--- config.mk ---
export PLATFORM = sky130hd
export DESIGN_NAME = mem_stage_flat
export DESIGN_NICKNAME = d
export VERILOG_FILES = /design/src/rtl/dlx_pkg.sv /design/src/rtl/mem_stage_if.sv /design/src/rtl/mem_bus_fsm.sv /design/src/rtl/mem_stage.sv /design/src/flat_wrapper.sv
export SDC_FILE = /design/constraint.sdc
export NUM_CORES = 1
export LEC_CHECK = 0
export BUFFER_PORTS_ARGS = -buffer_cell sky130_fd_sc_hd__buf_2
export CELL_PAD_IN_SITES_DETAIL_PLACEMENT = 0
export CELL_PAD_IN_SITES_GLOBAL_PLACEMENT = 1
export CORE_ASPECT_RATIO = 1.4
export CORE_MARGIN = 3
export CORE_UTILIZATION = 35
export DETAILED_ROUTE_END_ITERATION = 16
export GPL_ROUTABILITY_DRIVEN = 1
export PLACE_DENSITY_LB_ADDON = 0.1
export SYNTH_ARGS = -nofsm -noshare
export SYNTH_HDL_FRONTEND = slang
export SYNTH_SLANG_ARGS = --single-unit
export TNS_END_PERCENT = 50
--- constraint.sdc ---
create_clock -name clk -period 2.3 [get_ports clk]
set_input_delay 0.23 -clock clk [delete_from_list [all_inputs] [get_ports clk]]
set_output_delay 0.23 -clock clk [all_outputs]
set_load 0.005 [all_outputs]
--- src/rtl/dlx_pkg.sv ---
// Shared DLX types for the MEM stage: widths, bus FSM states and the
// request bundle captured when a load/store enters the memory stage.
package dlx_pkg;

    localparam int XLEN  = 32;
    localparam int REG_W = 5;

    typedef enum logic {
        IDLE = 1'b0,
        BUSY = 1'b1
    } mem_state_t;

    // One outstanding data-memory request as seen on the bus.
    typedef struct packed {
        logic [XLEN-1:0]  addr;
        logic [XLEN-1:0]  wdata;
        logic             we;
        logic             re;
        logic [REG_W-1:0] rd;
    } mem_req_t;

endpackage

--- src/rtl/mem_stage_if.sv ---
// Data-memory bus between the MEM stage (master) and the memory (slave).
// The memory answers a strobe with d_ready, carrying d_read_data for loads.
interface mem_stage_if #(
    parameter int XLEN = dlx_pkg::XLEN
);

    logic [XLEN-1:0] d_address;
    logic [XLEN-1:0] d_write_data;
    logic            d_write_enable;
    logic            d_read_enable;
    logic            d_ready;
    logic [XLEN-1:0] d_read_data;

    modport master (
        output d_address,
        output d_write_data,
        output d_write_enable,
        output d_read_enable,
        input  d_ready,
        input  d_read_data
    );

    modport slave (
        input  d_address,
        input  d_write_data,
        input  d_write_enable,
        input  d_read_enable,
        output d_ready,
        output d_read_data
    );

endinterface

--- src/rtl/mem_bus_fsm.sv ---
// Bus sequencer of the MEM stage: accepts one request from IDLE, holds the
// bus registers stable in BUSY until d_ready or the wait limit, and reports
// stall plus single-cycle done/timeout pulses to the enclosing stage.
module mem_bus_fsm
    import dlx_pkg::*;
#(
    parameter int MAX_WAIT = 16
) (
    input  logic             clk,
    input  logic             reset_n,
    input  logic             req_valid_i,
    input  mem_req_t         req_i,
    mem_stage_if.master      dbus,
    output logic             stall_o,
    output logic             done_o,
    output logic             timeout_o,
    output logic             is_load_o,
    output logic [REG_W-1:0] rd_o,
    output logic             bus_err_o
);

    localparam int CNT_W = (MAX_WAIT > 2) ? $clog2(MAX_WAIT) : 1;
    localparam logic [CNT_W-1:0] CNT_LAST = CNT_W'(MAX_WAIT - 1);

    mem_state_t       state_q, state_d;
    logic [CNT_W-1:0] cnt_q, cnt_d;
    mem_req_t         req_q, req_d;
    logic             bus_err_q, bus_err_d;
    logic             stall, done, timeout;

    // Next-state, wait counter and stall/done decode for the bus transaction.
    always_comb begin
        // NOTE: every signal written here gets a default first so that no path leaves it unassigned and infers a latch.
        state_d   = state_q;
        cnt_d     = cnt_q;
        req_d     = req_q;
        bus_err_d = bus_err_q;
        stall     = 1'b0;
        done      = 1'b0;
        timeout   = 1'b0;
        case (state_q)
            IDLE: begin
                if (req_valid_i) begin
                    stall   = 1'b1;
                    req_d   = req_i;
                    cnt_d   = '0;
                    state_d = BUSY;
                end
            end
            BUSY: begin
                // The counter stops at the limit instead of wrapping.
                if (cnt_q != CNT_LAST) begin
                    cnt_d = cnt_q + 1'b1;
                end
                if (dbus.d_ready || (cnt_q == CNT_LAST)) begin
                    done     = 1'b1;
                    timeout  = !dbus.d_ready;
                    req_d.we = 1'b0;
                    req_d.re = 1'b0;
                    state_d  = IDLE;
                    if (!dbus.d_ready) begin
                        bus_err_d = 1'b1;
                    end
                end else begin
                    stall = 1'b1;
                end
            end
            default: state_d = IDLE;
        endcase
    end

    // State, counter, bus registers and sticky error flag.
    always_ff @(posedge clk or negedge reset_n) begin
        if (!reset_n) begin
            state_q   <= IDLE;
            cnt_q     <= '0;
            req_q     <= '0;
            bus_err_q <= 1'b0;
        end else begin
            // NOTE: non-blocking assignments keep every register updating from pre-edge values.
            state_q   <= state_d;
            cnt_q     <= cnt_d;
            req_q     <= req_d;
            bus_err_q <= bus_err_d;
        end
    end

    // Upstream must never see a stall while the stage is held in reset.
    assign stall_o   = reset_n & stall;
    assign done_o    = done;
    assign timeout_o = timeout;
    assign is_load_o = req_q.re;
    assign rd_o      = req_q.rd;
    assign bus_err_o = bus_err_q;

    assign dbus.d_address      = req_q.addr;
    assign dbus.d_write_data   = req_q.wdata;
    assign dbus.d_write_enable = req_q.we;
    assign dbus.d_read_enable  = req_q.re;

endmodule

--- src/rtl/mem_stage.sv ---
// DLX MEM stage: forwards the EX result backward, builds the store operand
// (bypassing from WB), launches loads/stores on the data bus through
// mem_bus_fsm, and registers the results into WB.
module mem_stage
    import dlx_pkg::*;
#(
    parameter int XLEN     = dlx_pkg::XLEN,
    parameter int MAX_WAIT = 16
) (
    input  logic             clk,
    input  logic             reset_n,
    input  logic [XLEN-1:0]  ALU_out_MEM,
    input  logic             d_write_enable_MEM,
    input  logic             d_load_enable_MEM,
    input  logic [REG_W-1:0] Rd_MEM,
    input  logic [REG_W-1:0] Rs2_MEM,
    output logic [REG_W-1:0] Rs2_rf,
    input  logic [XLEN-1:0]  S2_rf,
    output logic [XLEN-1:0]  ALU_out_MEM_backward,
    output logic [REG_W-1:0] Rd_MEM_backward,
    output logic             stall_MEM,
    mem_stage_if.master      dbus,
    output logic [XLEN-1:0]  ALU_out_WB,
    output logic [XLEN-1:0]  load_data_WB,
    output logic             d_load_enable_WB,
    output logic [REG_W-1:0] Rd_WB,
    output logic             bus_err
);

    logic             mem_op;
    logic [XLEN-1:0]  wb_value;
    logic [XLEN-1:0]  store_operand;
    mem_req_t         req;
    logic             done, timeout, is_load;
    logic [REG_W-1:0] rd_lat;

    logic [XLEN-1:0]  alu_wb_q, alu_wb_d;
    logic [XLEN-1:0]  load_data_wb_q, load_data_wb_d;
    logic             ld_wb_q, ld_wb_d;
    logic [REG_W-1:0] rd_wb_q, rd_wb_d;

    assign mem_op = d_write_enable_MEM | d_load_enable_MEM;

    assign Rs2_rf               = Rs2_MEM;
    assign ALU_out_MEM_backward = ALU_out_MEM;
    // A load's result is not ready yet, so it must not be forwarded from here.
    assign Rd_MEM_backward      = d_load_enable_MEM ? '0 : Rd_MEM;

    // Store data bypasses the regfile when the instruction in WB writes Rs2.
    always_comb begin
        wb_value      = ld_wb_q ? load_data_wb_q : alu_wb_q;
        store_operand = ((Rs2_MEM == rd_wb_q) && (rd_wb_q != '0)) ? wb_value : S2_rf;
    end

    // Request bundle; a store wins when both enables are (illegally) set.
    always_comb begin
        req       = '0;
        req.addr  = ALU_out_MEM;
        req.wdata = store_operand;
        req.we    = d_write_enable_MEM;
        req.re    = d_load_enable_MEM & ~d_write_enable_MEM;
        req.rd    = Rd_MEM;
    end

    mem_bus_fsm #(
        .MAX_WAIT (MAX_WAIT)
    ) u_bus_fsm (
        .clk         (clk),
        .reset_n     (reset_n),
        .req_valid_i (mem_op),
        .req_i       (req),
        .dbus        (dbus),
        .stall_o     (stall_MEM),
        .done_o      (done),
        .timeout_o   (timeout),
        .is_load_o   (is_load),
        .rd_o        (rd_lat),
        .bus_err_o   (bus_err)
    );

    // WB register update: retire a finished access, bubble while stalled,
    // otherwise pass the ALU result straight through.
    always_comb begin
        alu_wb_d       = alu_wb_q;
        load_data_wb_d = load_data_wb_q;
        ld_wb_d        = 1'b0;
        rd_wb_d        = '0;
        if (done) begin
            if (is_load) begin
                rd_wb_d        = rd_lat;
                ld_wb_d        = 1'b1;
                load_data_wb_d = timeout ? '0 : dbus.d_read_data;
            end
        end else if (!stall_MEM) begin
            alu_wb_d = ALU_out_MEM;
            rd_wb_d  = Rd_MEM;
        end
    end

    // WB pipeline registers.
    always_ff @(posedge clk or negedge reset_n) begin
        if (!reset_n) begin
            alu_wb_q       <= '0;
            load_data_wb_q <= '0;
            ld_wb_q        <= 1'b0;
            rd_wb_q        <= '0;
        end else begin
            alu_wb_q       <= alu_wb_d;
            load_data_wb_q <= load_data_wb_d;
            ld_wb_q        <= ld_wb_d;
            rd_wb_q        <= rd_wb_d;
        end
    end

    assign ALU_out_WB       = alu_wb_q;
    assign load_data_WB     = load_data_wb_q;
    assign d_load_enable_WB = ld_wb_q;
    assign Rd_WB            = rd_wb_q;

endmodule
--- src/flat_wrapper.sv ---
// flat-port wrapper written by rule: the top's interface ports become plain ports
module mem_stage_flat import dlx_pkg::*;
#(
    parameter int XLEN     = dlx_pkg::XLEN,
    parameter int MAX_WAIT = 16
)
  (clk, reset_n, ALU_out_MEM, d_write_enable_MEM, d_load_enable_MEM, Rd_MEM, Rs2_MEM, Rs2_rf, S2_rf, ALU_out_MEM_backward, Rd_MEM_backward, stall_MEM, ALU_out_WB, load_data_WB, d_load_enable_WB, Rd_WB, bus_err, dbus_d_address, dbus_d_write_data, dbus_d_write_enable, dbus_d_read_enable, dbus_d_ready, dbus_d_read_data);
  mem_stage_if #(.XLEN(XLEN)) dbus_i ();
  input  logic clk;
  input  logic reset_n;
  input  logic [XLEN-1:0] ALU_out_MEM;
  input  logic d_write_enable_MEM;
  input  logic d_load_enable_MEM;
  input  logic [REG_W-1:0] Rd_MEM;
  input  logic [REG_W-1:0] Rs2_MEM;
  output logic [REG_W-1:0] Rs2_rf;
  input  logic [XLEN-1:0] S2_rf;
  output logic [XLEN-1:0] ALU_out_MEM_backward;
  output logic [REG_W-1:0] Rd_MEM_backward;
  output logic stall_MEM;
  output logic [XLEN-1:0] ALU_out_WB;
  output logic [XLEN-1:0] load_data_WB;
  output logic d_load_enable_WB;
  output logic [REG_W-1:0] Rd_WB;
  output logic bus_err;
  output wire logic [$bits(dbus_i.d_address)-1:0] dbus_d_address;
  output wire logic [$bits(dbus_i.d_write_data)-1:0] dbus_d_write_data;
  output wire logic [$bits(dbus_i.d_write_enable)-1:0] dbus_d_write_enable;
  output wire logic [$bits(dbus_i.d_read_enable)-1:0] dbus_d_read_enable;
  input wire logic [$bits(dbus_i.d_ready)-1:0] dbus_d_ready;
  input wire logic [$bits(dbus_i.d_read_data)-1:0] dbus_d_read_data;
  assign dbus_d_address = dbus_i.d_address;
  assign dbus_d_write_data = dbus_i.d_write_data;
  assign dbus_d_write_enable = dbus_i.d_write_enable;
  assign dbus_d_read_enable = dbus_i.d_read_enable;
  assign dbus_i.d_ready = dbus_d_ready;
  assign dbus_i.d_read_data = dbus_d_read_data;
  mem_stage #(.XLEN(XLEN), .MAX_WAIT(MAX_WAIT)) u_core (.clk(clk), .reset_n(reset_n), .ALU_out_MEM(ALU_out_MEM), .d_write_enable_MEM(d_write_enable_MEM), .d_load_enable_MEM(d_load_enable_MEM), .Rd_MEM(Rd_MEM), .Rs2_MEM(Rs2_MEM), .Rs2_rf(Rs2_rf), .S2_rf(S2_rf), .ALU_out_MEM_backward(ALU_out_MEM_backward), .Rd_MEM_backward(Rd_MEM_backward), .stall_MEM(stall_MEM), .dbus(dbus_i), .ALU_out_WB(ALU_out_WB), .load_data_WB(load_data_WB), .d_load_enable_WB(d_load_enable_WB), .Rd_WB(Rd_WB), .bus_err(bus_err));
endmodule
**Yosys cells after proc, flatten, opt, wreduce, memory -nomap -nowiden**

Index checks and enable logic that the tools add are counted.

- Output and inout bits: 180
- Input bits: 111
- Flip-flop bits (word level): 147

- Bitwise logic cells: 8
- Reduce and logical (&&, ||, !) cells: 10
- Multiplexer cells: 22
- Equality and inequality tests: 6
- $add $sub $neg: 1

Operator list:

| cell | number |
|---|---|
| 32-bit two-way mux | 3 |
| 5-bit two-way mux | 4 |
| 2-bit AND reduction | 5 |
| 1-bit two-way mux | 8 |
| 4-bit two-way mux | 2 |
| 4-bit one-hot mux with 2 select lines | 1 |
| 7-bit two-way mux | 1 |
| 2-bit by 1-bit != test with 1-bit output (second input constant) | 3 |
| 5-bit equality test | 1 |
| 1-bit NOT | 5 |
| 5-bit nonzero test | 1 |
| 4-bit by 1-bit adder with 4-bit output (second input constant) | 1 |
| 4-bit equality test (second input constant) | 1 |
| 4-bit != test (second input constant) | 1 |
| 2-bit one-hot mux with 2 select lines | 1 |
| 3-bit AND reduction | 1 |
| 1-bit bitwise AND | 2 |
| 2-bit two-way mux | 1 |
| 1-bit one-hot mux with 2 select lines | 1 |
| 1-bit logical AND | 1 |
| 1-bit logical NOT | 1 |
| 1-bit logical OR | 1 |
| 1-bit bitwise OR | 1 |

**Logic depth before layout (Yosys ltp)**

- Depth after elaboration: 7
- Depth in mapped cells: 8
- Depth with buffers taken out: 6

**By module**

A second synthesis with hierarchy kept.

- Cells, all modules: 529
- Area total of the unflattened synthesis: 7319.5 sq um

By module, submodules not included:

| module | instances | seq. area each (sq um) | cells each | area each (sq um) |
|---|---|---|---|---|
| mem_stage | 1 | 1751.7 | 343 | 3981.3 |
| mem_bus_fsm | 1 | 1926.8 | 186 | 3338.2 |

**Worst setup path after synthesis**

No wires, ideal clock.

- Path kind: register to register
- Start: register u_core.u_bus_fsm.cnt_q[0]
- End: register u_core.alu_wb_q[10] (netlist: u_core.ALU_out_WB[10])
- Clock period less this slack: 1.943 ns
- Setup slack: 0.357 ns
- Library setup time: 0.125 ns
- Data required time: 2.175 ns
- Buffers on the path: 1
- Data arrival time: 1.818 ns
- Cell stages (with the launch flop): 6
- Path through: dfrtp_1 > ha_1 > a31o_2 > a21oi_2 > buf_2 > mux2_2

- Longest elaborated chain between the ends: 7

RTL lines:

| element | line | RTL |
|---|---|---|
| start, declared | mem_bus_fsm.sv:26 | `logic [CNT_W-1:0] cnt_q, cnt_d;` |
| start signal, assigned | mem_bus_fsm.sv:82 | `cnt_q <= cnt_d;` |
| 4-bit equality test (*) | mem_bus_fsm.sv:55 | `if (dbus.d_ready \|\| (cnt_q == CNT_LAST)) begin` |
| 1-bit logical OR (*) | mem_bus_fsm.sv:55 |  |
| 1-bit two-way mux | mem_bus_fsm.sv:55 |  |
| 1-bit one-hot mux with 2 select lines | mem_bus_fsm.sv:41 | `case (state_q)` |
| 1-bit bitwise AND | mem_bus_fsm.sv:89 | `assign stall_o = reset_n & stall;` |
| 1-bit NOT (no source line) | -- |  |
| 2-bit AND reduction (no source line) (*) | -- |  |
| end signal, assigned | mem_stage.sv:108 | `alu_wb_q <= alu_wb_d;` |
| end, declared | mem_stage.sv:37 | `logic [XLEN-1:0] alu_wb_q, alu_wb_d;` |

Every way passes the cells marked *; elsewhere a longest branch is shown, timed or not.
A chain may end at the register's enable or synchronous reset.

**Worst setup path after layout**

- Start: register u_core.u_bus_fsm.state_q
- End: output port stall_MEM

- Longest elaborated chain between the ends: 3

RTL lines:

| element | line | RTL |
|---|---|---|
| start, declared | mem_bus_fsm.sv:25 | `mem_state_t state_q, state_d;` |
| start signal, assigned | mem_bus_fsm.sv:81 | `state_q <= state_d;` |
| 1-bit NOT (no source line) | -- |  |
| 1-bit one-hot mux with 2 select lines (*) | mem_bus_fsm.sv:41 |  |
| net u_core.u_bus_fsm.stall | mem_bus_fsm.sv:29 | `logic stall, done, timeout;` |
| 1-bit bitwise AND (*) | mem_bus_fsm.sv:89 |  |
| end, declared | flat_wrapper.sv:20 | `output logic stall_MEM;` |

The timed path passes the listed nets; every way through them passes the cells marked *.

==> flow_summary.ini <==
[run_status]
status = completed

[finish]
final_nets = 992
layout-drive-gt1-share_pct = 43.5
nFillCells = 1808
final_util_pct = 47.9
area_growth_pct = 33.2
n_antenna_cell = 0
multiInputGateArea_um2 = 2410
regArea_um2 = 3680

[logic_synthesis]
synth.yosys.seq_area_share_pct = 56.1
synthArstFlopShare_pct = 100
synth_edf_count = 0
syn_area_um2 = 6560
yosysWarnings = 0
synth_commonest_cells = nand2_1, dfrtp_1, buf_4, nand3_1
avgSynthCellArea_um2 = 10.5
synth_most_common_cell = nand2_1
yosys.area.top_type = dfrtp_1
synth_seq_cells = 147
postSynthCellCount = 624
synth.distinct_cells = 37
synth_top_area_share_pct = 56.1
ys.flop_type = dfrtp_1
netlist_top_cells_area = dfrtp_1, nand2_1, mux2_2, mux2i_1, buf_4
synth_fp_nets = 736

[sta]
setup_tns_ns = 0
final.period_utilization_pct = 93.0
max_freq_ghz = 0.468
finalCriticalPeriod_ns = 2.14
fin_skew_ns = 0.00762
setup_viol = 0
drv_slew = 0
tightest_slew_ns = 0.774
rsz0062_at_grt = no
hold_viol_final = 0
slew_headroom_pct = 48.4

[cts]
cts_tree = done
clock_path_buffers = 2
cts_setup_buffers = 0
worstSkewPairLatency_ns = 0.42
clk_pin_slew_ns = 0.06
numCtsBuffers = 17
cts.sink_count = 147
cts_root_buf = clkbuf_16
cts.htree.levels = 4
hold_buffers = 1
cts_resized = 0

[critical_path]
worstSetupPathType = reg -> out
required_ns = 2.07
arrival_ns = 1.91
end_kind = primary output
crit_fanout = 18
r2r-start = u_core.Rd_WB[2]
cp-start-kind = register
r2r-end = u_core.u_bus_fsm.dbus.d_write_data[14]
ff2ff_setup_slack_ns = 0.26
worst-r2r-cell-count = 5

[placement]
place_hpwl_mm = 15.5
place.port_buffers = 290
gp_congestion = 0.807

[floorplan]
pin_count = 291
die-area_um2 = 20400
placementRows = 58
start_util_pct = 36.0
die_w_um = 122
die_h_um = 168
coreArea_um2 = 18200

[global_route]
grt_overflow = 0
grt_usage_pct = 20.4
grt_pass1_wl_mm = 32.3
grt_pass1_vias = 5697
grt_max_degree = 112
antenna_found_initial = 0

[power]
p_leak_uw = 0.00449
pwr_density_cell_nw_per_um2 = 1140
peakVddDrop_mv = 0.503

[run]
cap_violations = 0

[route]
vias = 5579
drtIter0Drc = 326
dr.pass1.iters = 4
avgRoutedWirePerCell_um = 18.4
ant_nets = 0
vias_per_cell = 4.93
drc = 0
drt_wl_total_mm = 20.9

[worst_hold_path]
min-delay-start = ALU_out_MEM[28]
min_path_type = in -> reg
min_to = u_core.u_bus_fsm.dbus.d_address[28]
min_path_cells = 3
## cell families (layout without fill, tap and decap cells)
group | Yosys count | count (layout) | synth area share [%]
xor gates and xnor gates | 6 | 6 | 0.801
muxes | 64 | 64 | 10.4
adders and majority gates | 1 | 1 | 0.191
and+or+nand+nor | 270 | 270 | 17.8
AOI/OAI and AO/OA | 53 | 53 | 7.23
buffers and inverters | 83 | 351 | 7.46
DFF | 147 | 147 | 56.1
## state kept, by name, summed over array words and instances, names as in the netlist, 4 cells and up
name	count
u_core.ALU_out_WB	32
u_core.u_bus_fsm.rd_o	5
u_core.u_bus_fsm.cnt_q	4
u_core.u_bus_fsm.dbus.d_write_data	32
u_core.load_data_WB	32
u_core.u_bus_fsm.dbus.d_address	32
u_core.Rd_WB	5
## worst max path at each step
stage | startpoint | end | slack (ns) | cells after the start
after CTS | u_core.u_bus_fsm.state_q | stall_MEM | 0.13 | 5
after detailed placement | u_core.Rd_WB[2] | u_core.u_bus_fsm.dbus.d_write_data[14] | 0.26 | 5
final | u_core.u_bus_fsm.state_q | stall_MEM | 0.16 | 5
after global placement | u_core.Rd_WB[2] | u_core.u_bus_fsm.dbus.d_write_data[28] | 0.32 | 5
after global routing | u_core.u_bus_fsm.state_q | stall_MEM | 0.04 | 5
after floorplan | u_core.u_bus_fsm.cnt_q[0] | u_core.ALU_out_WB[10] | 0.36 | 5
## stage by stage
stage / setup WS [ns] / power (uW) / hold WS [ns] / area (um^2) / instances
floorplan: 0.357 / 5450 / -0.0656 / 6560 / 624
global placement: 0.316 / 7010 / 0.323 / 8100 / 1100
detailed placement: 0.257 / 7080 / 0.326 / 8100 / 1100
CTS: 0.131 / 10100 / 0.000133 / 8730 / 1132
global route: 0.0436 / 10600 / 0.0183 / 8730 / 1132
finish: 0.162 / 9930 / 0.0238 / 8730 / 1132
## report_power, final
part           switching (uW)  internal [uW]
sequential                644           3480
clock                    1110           1840
combinational            1470           1380
total                    3220           6700
## cells in the final DEF (no fill, tap or decap), types with 2 or more instances in the layout
master	Yosys	final
nor2_1	6	5
o211ai_1	12	12
a21oi_4	1	2
xnor2_1	4	4
nand3_1	39	38
dfrtp_1	147	146
buf_4	41	24
clkbuf_16	0	17
buf_2	7	289
a22o_1	5	5
buf_12	0	3
bufinv_16	0	4
nand2_1	185	185
and2_1	2	2
nor4_1	26	26
clkinv_4	0	4
mux2_2	32	32
inv_1	2	2
a221o_1	26	26
clkinv_2	0	2
xor2_1	2	2
nor2b_1	5	5
o21ai_0	2	2
mux2i_1	32	32
## per-layer routing
metal	GRT usage (%)	vias to the layer above	wire length, um
met4	5.17	0	233
li1	-	2635	-
met2	35.5	231	10600
met3	6.75	17	1770
met1	24.1	2696	8270
met5	0	-	0
## final cells by class
class                      count  area share, %
sequential                   147           42.1
multi-input combinational    394           27.6
timing repair buffer         318           19.6
clock buffer                  19           5.07
tap                          240           3.44
clock inverter                12           2.08
inverter                       2         0.0860
## worst max-delay path, stage by stage, from the launching register on
cell and delay [ns]:
dfrtp_1 0.55, buf_4 0.21, or2_4 0.27, o21ai_0 0.16
and2_1 0.17, buf_2 0.13
Power figures use the tool's default switching activity.
